File: config.mk
export PLATFORM = sky130hd
export DESIGN_NAME = pipe_adder
export DESIGN_NICKNAME = d
export VERILOG_FILES = /design/src/rtl/pipe_adder.sv
export SDC_FILE = /design/constraint.sdc
export NUM_CORES = 1
export LEC_CHECK = 0
export CORE_ASPECT_RATIO = 0.7
export CORE_MARGIN = 3
export CORE_UTILIZATION = 40
export DETAILED_ROUTE_END_ITERATION = 10
export PLACE_DENSITY = 0.71
export SLEW_MARGIN = 30
export SYNTH_ARGS = -nofsm -noshare
export SYNTH_HDL_FRONTEND = slang
export SYNTH_SLANG_ARGS = --single-unit
File: constraint.sdc
create_clock -name clk -period 4 [get_ports clk]
set_input_delay 0.6 -clock clk [delete_from_list [all_inputs] [get_ports clk]]
set_output_delay 0.6 -clock clk [all_outputs]
set_load 0.03 [all_outputs]
File: src/rtl/pipe_adder.sv
// Pipelined WIDTH-bit adder/subtractor: carry chain split into STAGES segments, one per cycle,
// with valid/ready stall. Optional Overflow/Zero flags are built when PIPE_ADDER_FLAGS_EN is defined.
module pipe_adder #(
  parameter int WIDTH  = 32,
  parameter int STAGES = 4
) (
  input  logic             clk,
  input  logic             rst,
  input  logic             in_valid,
  output logic             in_ready,
  input  logic [WIDTH-1:0] A,
  input  logic [WIDTH-1:0] B,
  input  logic             Sub,
  output logic             out_valid,
  input  logic             out_ready,
  output logic [WIDTH-1:0] Sum,
  output logic             Carry,
  output logic             Overflow,
  output logic             Zero
);

  localparam int SEG  = WIDTH / STAGES;
  localparam int LAST = STAGES - 1;

  function automatic logic [SEG:0] seg_add(input logic [SEG-1:0] a, input logic [SEG-1:0] b,
                                           input logic cin);
    seg_add = {1'b0, a} + {1'b0, b} + {{SEG{1'b0}}, cin};
  endfunction

  logic             advance;
  logic [WIDTH-1:0] a_in  [STAGES];
  logic [WIDTH-1:0] b_in  [STAGES];
  logic [WIDTH-1:0] s_in  [STAGES];
  logic             c_in  [STAGES];
  logic             v_in  [STAGES];
  logic [SEG:0]     seg_c [STAGES];
  logic [WIDTH-1:0] s_nxt [STAGES];
  logic             cy_nxt[STAGES];
  logic [WIDTH-1:0] a_p   [STAGES];
  logic [WIDTH-1:0] b_p   [STAGES];
  logic [WIDTH-1:0] s_p   [STAGES];
  logic             cy_p  [STAGES];
  logic             vld_p [STAGES];

  // Whole pipeline moves in lockstep; a stalled output freezes every stage.
  assign advance   = !out_valid || out_ready;
  assign in_ready  = advance;
  assign out_valid = vld_p[LAST];

  // Stage inputs: stage 0 from the ports (B inverted for subtract), others from the previous stage.
  always_comb begin
    a_in[0] = A;
    b_in[0] = Sub ? ~B : B;
    s_in[0] = '0;
    c_in[0] = Sub;
    v_in[0] = in_valid;
    for (int k = 1; k < STAGES; k++) begin
      a_in[k] = a_p[k-1];
      b_in[k] = b_p[k-1];
      s_in[k] = s_p[k-1];
      c_in[k] = cy_p[k-1];
      v_in[k] = vld_p[k-1];
    end
  end

  // Each stage resolves its own segment and merges it into the running partial sum.
  always_comb begin
    for (int k = 0; k < STAGES; k++) begin
      seg_c[k]                 = seg_add(a_in[k][k*SEG +: SEG], b_in[k][k*SEG +: SEG], c_in[k]);
      s_nxt[k]                 = s_in[k];
      s_nxt[k][k*SEG +: SEG]   = seg_c[k][SEG-1:0];
      cy_nxt[k]                = seg_c[k][SEG];
    end
  end

  // ---- stage registers: valid bits ----
  always_ff @(posedge clk) begin
    if (rst) begin
      for (int k = 0; k < STAGES; k++) vld_p[k] <= 1'b0;
    end else if (advance) begin
      for (int k = 0; k < STAGES; k++) vld_p[k] <= v_in[k];
    end
  end

  // ---- stage registers: skewed operands and partial sums ----
  always_ff @(posedge clk) begin
    if (advance) begin
      for (int k = 0; k < STAGES; k++) begin
        a_p[k]  <= a_in[k];
        b_p[k]  <= b_in[k];
        s_p[k]  <= s_nxt[k];
        cy_p[k] <= cy_nxt[k];
      end
    end
  end

  // ---- last stage: result registers ----
  always_ff @(posedge clk) begin
    if (rst) begin
      Sum   <= '0;
      Carry <= 1'b0;
    end else if (advance) begin
      Sum   <= s_nxt[LAST];
      Carry <= cy_nxt[LAST];
    end
  end

`ifdef PIPE_ADDER_FLAGS_EN
  logic ovf_nxt;

  // Carry into the MSB is recovered from the MSB sum bit and its operand bits.
  assign ovf_nxt = a_in[LAST][WIDTH-1] ^ b_in[LAST][WIDTH-1] ^ s_nxt[LAST][WIDTH-1] ^ cy_nxt[LAST];

  always_ff @(posedge clk) begin
    if (rst) begin
      Overflow <= 1'b0;
      Zero     <= 1'b0;
    end else if (advance) begin
      Overflow <= ovf_nxt;
      Zero     <= ~|s_nxt[LAST];
    end
  end
`else
  assign Overflow = 1'b0;
  assign Zero     = 1'b0;
`endif

endmodule

==> results.json, run 1 <==
{
  "post_cts_buffers": 0,
  "pin_count": 106,
  "viasPerCell": 4.759,
  "diodes": 0,
  "tightest_slew_ps": 661.0,
  "die_h_um": 118.8,
  "worstPathMaxFanout": 22,
  "die_area_mm2": 0.01986,
  "num-nets-final": 709,
  "area_growth_pct": 26.49,
  "status": "finished clean",
  "gp_congestion": 0.8208,
  "nFillCells": 1464,
  "yosysWarnings": 0,
  "coreArea_mm2": 0.01747,
  "r2r-start": "a_p[1][16]",
  "grt_pass1_wl_um": 19800,
  "rr_endpoint": "cy_p[2]",
  "pre_cts_ws_ps": 953.1,
  "power_mw": 5.175,
  "worst_slack_ps": 1327,
  "htree_levels": 4,
  "p_int_mw": 3.948,
  "fin_crit_sh_pct": 66.82,
  "drc_errors": 0,
  "fp-row-count": 40,
  "hp-class": "register to register",
  "routedWlPerCell_um": 14.44,
  "synthArstFlopShare_pct": 0,
  "grt_max_degree": 128,
  "postCtsHoldBufs": 0,
  "syn_inst": 495,
  "setup_tns_ps": 0,
  "finalHoldViolCount": 0,
  "cts_tree": "built",
  "cp-startpoint": "Sub",
  "fin_crit_ps": 2673,
  "grt_pass1_vias": 4082,
  "slew_viol_final": 0,
  "cts-root-buf": "clkbuf_16",
  "clk_latency_ps": 420,
  "synth_edf_count": 151,
  "clock_path_buffers": 2,
  "die_w_um": 167.2,
  "cp-start-kind": "primary input",
  "syn_area_per_cell_um2": 14.69,
  "synth_cell_types": 44,
  "final_cell_mix": "edfxtp_1, clkdlybuf4s50_1, nand2_1",
  "worstRegToRegCells": 7,
  "grt_antenna_before_repair": 0,
  "p_leak_nw": 3.559,
  "critical_path_required_ps": 4170,
  "fmax_ghz": 0.3742,
  "netlist_area_mm2": 0.007273,
  "overflow": 0,
  "drive_above_1_share_pct": 6.796,
  "ant_nets": 0,
  "switching_share_pct": 23.71,
  "track_usage_pct": 12.68,
  "pwr-share-seq_pct": 49.9,
  "critPathKind": "primary input to register",
  "reg2reg_slack_ps": 1510,
  "cts_resized": 0,
  "final_common_cell": "edfxtp_1",
  "power_density_mw_per_mm2": 562.5,
  "clock-sinks": 184,
  "dpl.hpwl_um": 8223,
  "end_kind": "register",
  "wirelength_um": 12260,
  "drtIter0Drc": 336,
  "finalSetupViolCount": 0,
  "io_buffers": 103,
  "cts_made_buffers": 17,
  "pwr-share-clk_pct": 34.2,
  "synth_top_flop_cell": "edfxtp_1",
  "firstDrtPassIters": 4,
  "ys_seq_area_share_pct": 71.43,
  "ir_worst_vdd_uv": 261.6,
  "ys_ff_latch": 184,
  "worstPathArrival_ps": 2840,
  "netSwitchingPower_mw": 1.227,
  "start_util_pct": 41.64,
  "p_comb_share_pct": 15.9,
  "skew_ps": 6.429,
  "via_count": 4040,
  "drv_cap": 0,
  "critPathCapture": "s_p[0][6]",
  "rsz0062_at_grt": "false",
  "clkTransAtPathRegs_ps": 70,
  "slew_headroom_pct": 55.93
}
==> worst min-delay path by stage <==
stage,startpoint,endpoint,cells past startpoint
final,s_p[1][14],s_p[2][14],0
after detailed placement,a_p[0][17],a_p[1][17],0
after global routing,b_p[0][28],b_p[1][28],0
after global placement,s_p[1][9],s_p[2][9],0
after CTS,a_p[0][18],a_p[1][18],0
after floorplan,a_p[0][16],a_p[1][16],0
==> area by class of cell <==
| class | count | area [um2] | share of cell area, % |
|---|---|---|---|
| repair buffers | 108 | 1076 | 11.70 |
| clock buffers | 18 | 429.2 | 4.665 |
| multi-input cells | 283 | 1961 | 21.31 |
| flip-flops and latches | 184 | 5195 | 56.47 |
| well taps | 231 | 289.0 | 3.142 |
| inverters | 11 | 46.29 | 0.5032 |
| clock inverters | 14 | 203.9 | 2.217 |
==> synth_stat cells (all sizes together) (2+ instances only) <==
cell type    n  area [um2]
dfxtp       33       660.6
o21bai       2       15.01
buf         12       63.80
nor3        11       55.05
o41ai        2       25.03
a21oi       35       175.2
nor4b        2       17.52
o21ai        7       35.03
or3          3       18.77
clkbuf       6       23.77
ha          28       350.3
nand4        4       25.02
a211oi       6       45.04
and3         6       37.54
inv         10       37.54
xor2        38       332.8
fa           7       140.1
a21o         6       45.04
a31oi        3       18.77
nor4         3       18.77
nor2        20       75.07
nand3b       2       15.01
edfxtp     151        4534
nor2b        4       25.02
nand2       63       236.5
xnor2       13       113.9
nand3        5       25.02
o211ai       2       20.02
==> power groups by stage <==
stage	Sequential (mW)	Clock, mW	Combinational (mW)
after detailed placement	2.63	0	0.823
final	2.58	1.77	0.824
after floorplan	2.73	0	0.382
after global routing	2.62	1.89	0.903
after CTS	2.59	1.82	0.829
after global placement	2.61	0	0.797
==> kinds of logic after synthesis <==
logic type	count (synthesis)	share of synthesized area, %
AND/OR/NAND/NOR	126	7.862
adder cells (fa/ha/maj)	35	6.744
buffers and inverters	29	1.772
XOR/XNOR	51	6.141
flip-flops	184	71.43
multiplexers	1	0.1892
other	1	0.05156
AO/OA/AOI/OAI	68	5.815
==> routing by layer <==
metal  share of wire (%)  GRT usage (%)  routed length (um)
met5                   0              0                   0
met1                  44          15.66                5446
met2                  47          20.25                5732
met4                 1.6          5.059                 200
met3                 7.1          4.877                 876
==> through the flow <==
step | cells | utilization, % | hold slack [ps] | instance area (um2)
floorplan | 496 | - | 400.3 | 7277
global placement | 817 | 49.05 | 400.6 | 8567
detailed placement | 817 | 49.05 | 404.5 | 8567
CTS | 849 | 52.67 | 418.9 | 9200
global route | 849 | 52.67 | 423.5 | 9200
finish | 849 | 52.67 | 415.9 | 9200
==> flip-flops by register name (all words and copies together) (netlist names) <==
name,count
Sum,32
Carry,1
s_p,48
a_p,48
vld_p,4
b_p,48
cy_p,3
==> worst max-delay path, cell delays in order <==
cell      delay [ps]
buf_2            290
buf_4            420
xor2_1           190
ha_1             310
nor2b_1          160
o21ai_0          310
a21oi_1          150
a211oi_1         290
xnor2_1          110
Power figures use the tool's default switching activity.
==> run 2: changes to the inputs <==
--- a/config.mk
+++ b/config.mk
@@ -9,7 +9,7 @@
 export CORE_MARGIN = 3
 export CORE_UTILIZATION = 40
 export DETAILED_ROUTE_END_ITERATION = 10
-export PLACE_DENSITY = 0.71
+export PLACE_DENSITY = 0.73
 export SLEW_MARGIN = 30
 export SYNTH_ARGS = -nofsm -noshare
 export SYNTH_HDL_FRONTEND = slang
==> constraint.sdc (replaced) <==
create_clock -name clk -period 2.4 [get_ports clk]
set_input_delay 0.36 -clock clk [delete_from_list [all_inputs] [get_ports clk]]
set_output_delay 0.36 -clock clk [all_outputs]
set_load 0.03 [all_outputs]
==> run 2 against run 1 <==
Combinational power rose by 72%. Die area did not move. Count of clock-buffer cells in the layout rose by 2. Power rose by 60%. Design area rose by 0.79%. Hold slack got worse by 2.9 ps. Clock skew rose by 0.99 ps. Non-clock buffer count rose by 16. Via count rose by 2.1%. Setup slack got worse by 1200 ps. Clock power rose by 45%. Largest cell class unchanged. Highest routed layer is now met5.
==> results.json, run 2 (synthesized netlist as in run 1, its figures left out) <==
{
  "critPathBufInv": 0,
  "final_cell_mix": "edfxtp_1, clkdlybuf4s50_1, nand2_1",
  "cp_common_cell": "fa_2",
  "via_count": 4123,
  "finalSetupViolCount": 0,
  "end_kind": "register",
  "start_util_pct": 41.64,
  "fmax_ghz": 0.4313,
  "drv_cap": 0,
  "drive_above_1_share_pct": 10.41,
  "cts_made_buffers": 17,
  "crit_slowest_cell": "fa_2",
  "cp-startpoint": "cy_p[1]",
  "status": "finished clean",
  "die_area_mm2": 0.01986,
  "power_density_mw_per_mm2": 893.6,
  "rsz0062_at_grt": "true",
  "drc_errors": 0,
  "slew_viol_final": 0,
  "clock-sinks": 184,
  "worst_slack_ps": 81.56,
  "fin_util_pct": 53.09,
  "reg_top3": "a_p: 48 flops, b_p: 48 flops, s_p: 48 flops",
  "clock_path_buffers": 2,
  "clkTransAtPathRegs_ps": 70,
  "finalHoldViolCount": 0,
  "final_common_cell": "edfxtp_1",
  "track_usage_pct": 12.70,
  "io_buffers": 103,
  "worstHoldStart": "b_p[1][26]",
  "cts_tree": "built",
  "cts-root-buf": "clkbuf_16",
  "coreArea_mm2": 0.01747,
  "firstDrtPassIters": 4,
  "pin_count": 106,
  "htree_levels": 4,
  "p_comb_share_pct": 17.1,
  "drtIter0Drc": 278,
  "overflow": 0,
  "fp-row-count": 40,
  "worstRegToRegCells": 7,
  "ant_nets": 0,
  "pwr-share-seq_pct": 51.9,
  "die_w_um": 167.2,
  "grt_max_degree": 48,
  "hp-class": "register to register",
  "pre_cts_ws_ps": -149.8,
  "wirelength_um": 12210,
  "routedWlPerCell_um": 14.12,
  "die_h_um": 118.8,
  "r2r-start": "cy_p[1]",
  "clk_latency_ps": 430,
  "num-nets-final": 725,
  "dp_cells": 831,
  "skew_ps": 7.416,
  "cp-start-kind": "register",
  "p_leak_nw": 3.584,
  "p_int_mw": 6.172,
  "grt_pass1_wl_um": 19800,
  "multi_input_area_mm2": 0.001982,
  "worstPathMaxFanout": 2,
  "diodes": 0,
  "viasPerCell": 4.766,
  "stdcell_count": 865,
  "fin_crit_ps": 2318,
  "critPathTopFamily": "adder cells",
  "pwr-share-clk_pct": 31.0,
  "cp_cell_sequence": "fa_2, fa_2, a21o_1, a21oi_2, o21ai_2, nor4_2, nor3_1",
  "cpPeakStageDelay_ps": 460,
  "grt_antenna_before_repair": 1,
  "cp.depth": 7,
  "dpl.hpwl_um": 8580,
  "critPathKind": "register to register",
  "area_growth_pct": 27.49,
  "grt_pass1_vias": 4219,
  "fin_crit_sh_pct": 96.60,
  "ir_worst_vdd_uv": 441.8,
  "worstPathArrival_ps": 2490,
  "switching_share_pct": 25.51,
  "gp_congestion": 0.8253,
  "hold_depth": 0,
  "critical_path_required_ps": 2570,
  "seq_area_mm2": 0.005195,
  "netSwitchingPower_mw": 2.114,
  "nFillCells": 1428
}
run 2: repair_timing:
action,4_1_cts,5_1_grt
pin swaps,0,7
endpoints found under the setup margin,1,3
gates resized for setup,1,6
hold buffers,0,0
buffers inserted,0,2
run 2: area by class of cell:
type,instances,share of cell area [%]
tap,231,3.117
inverter,11,0.4993
multi-input combinational,283,21.37
timing repair buffer,124,13.01
sequential,184,56.02
clock buffer,20,4.939
clock inverter,12,1.039
run 2: power by group through the flow:
stage	clock [mW]	sequential, mW	combinational (mW)
CTS	2.65	4.31	1.40
finish	2.57	4.30	1.42
floorplan	0	4.54	0.637
global placement	0	4.35	1.35
global route	2.77	4.36	1.55
detailed placement	0	4.37	1.40
run 2: metal layers:
metal  share of wire [%]  track usage, %  up-vias
met5                0.11               0        -
met4                 1.6           4.905        2
met3                 6.9           5.474       19
met2                  48           20.89      107
met1                  43           14.85     1942
li1                    -               -     2053
run 2: path summary, 6_finish.rpt:
check / endpoint / slack [ps]
setup / recovery: cy_p[2] / 80
hold / removal: b_p[2][26] / 410
hold reg to reg: b_p[2][26] / 410
setup reg to reg: cy_p[2] / 80
run 2: through the flow:
| step | TNS (ps) | instance area (um2) | total power, mW | hold WS [ps] |
|---|---|---|---|---|
| after floorplan | 0 | 7279 | 5.181 | 400.3 |
| after global placement | -12.12 | 8682 | 5.702 | 401.8 |
| after detailed placement | -336.6 | 8682 | 5.769 | 404.5 |
| after CTS | 0 | 9239 | 8.363 | 414.5 |
| after global routing | -40.66 | 9273 | 8.679 | 414.3 |
| final | 0 | 9273 | 8.286 | 413.0 |
==> run 3: changes to the inputs <==
--- a/config.mk
+++ b/config.mk
@@ -9,6 +9,7 @@
 export CORE_MARGIN = 3
 export CORE_UTILIZATION = 40
 export DETAILED_ROUTE_END_ITERATION = 10
+export GPL_ROUTABILITY_DRIVEN = 0
 export PLACE_DENSITY = 0.73
 export SLEW_MARGIN = 30
 export SYNTH_ARGS = -nofsm -noshare
==> results of run 3 <==
No change in the layout: final DEF, timing and power equal those of run 2.
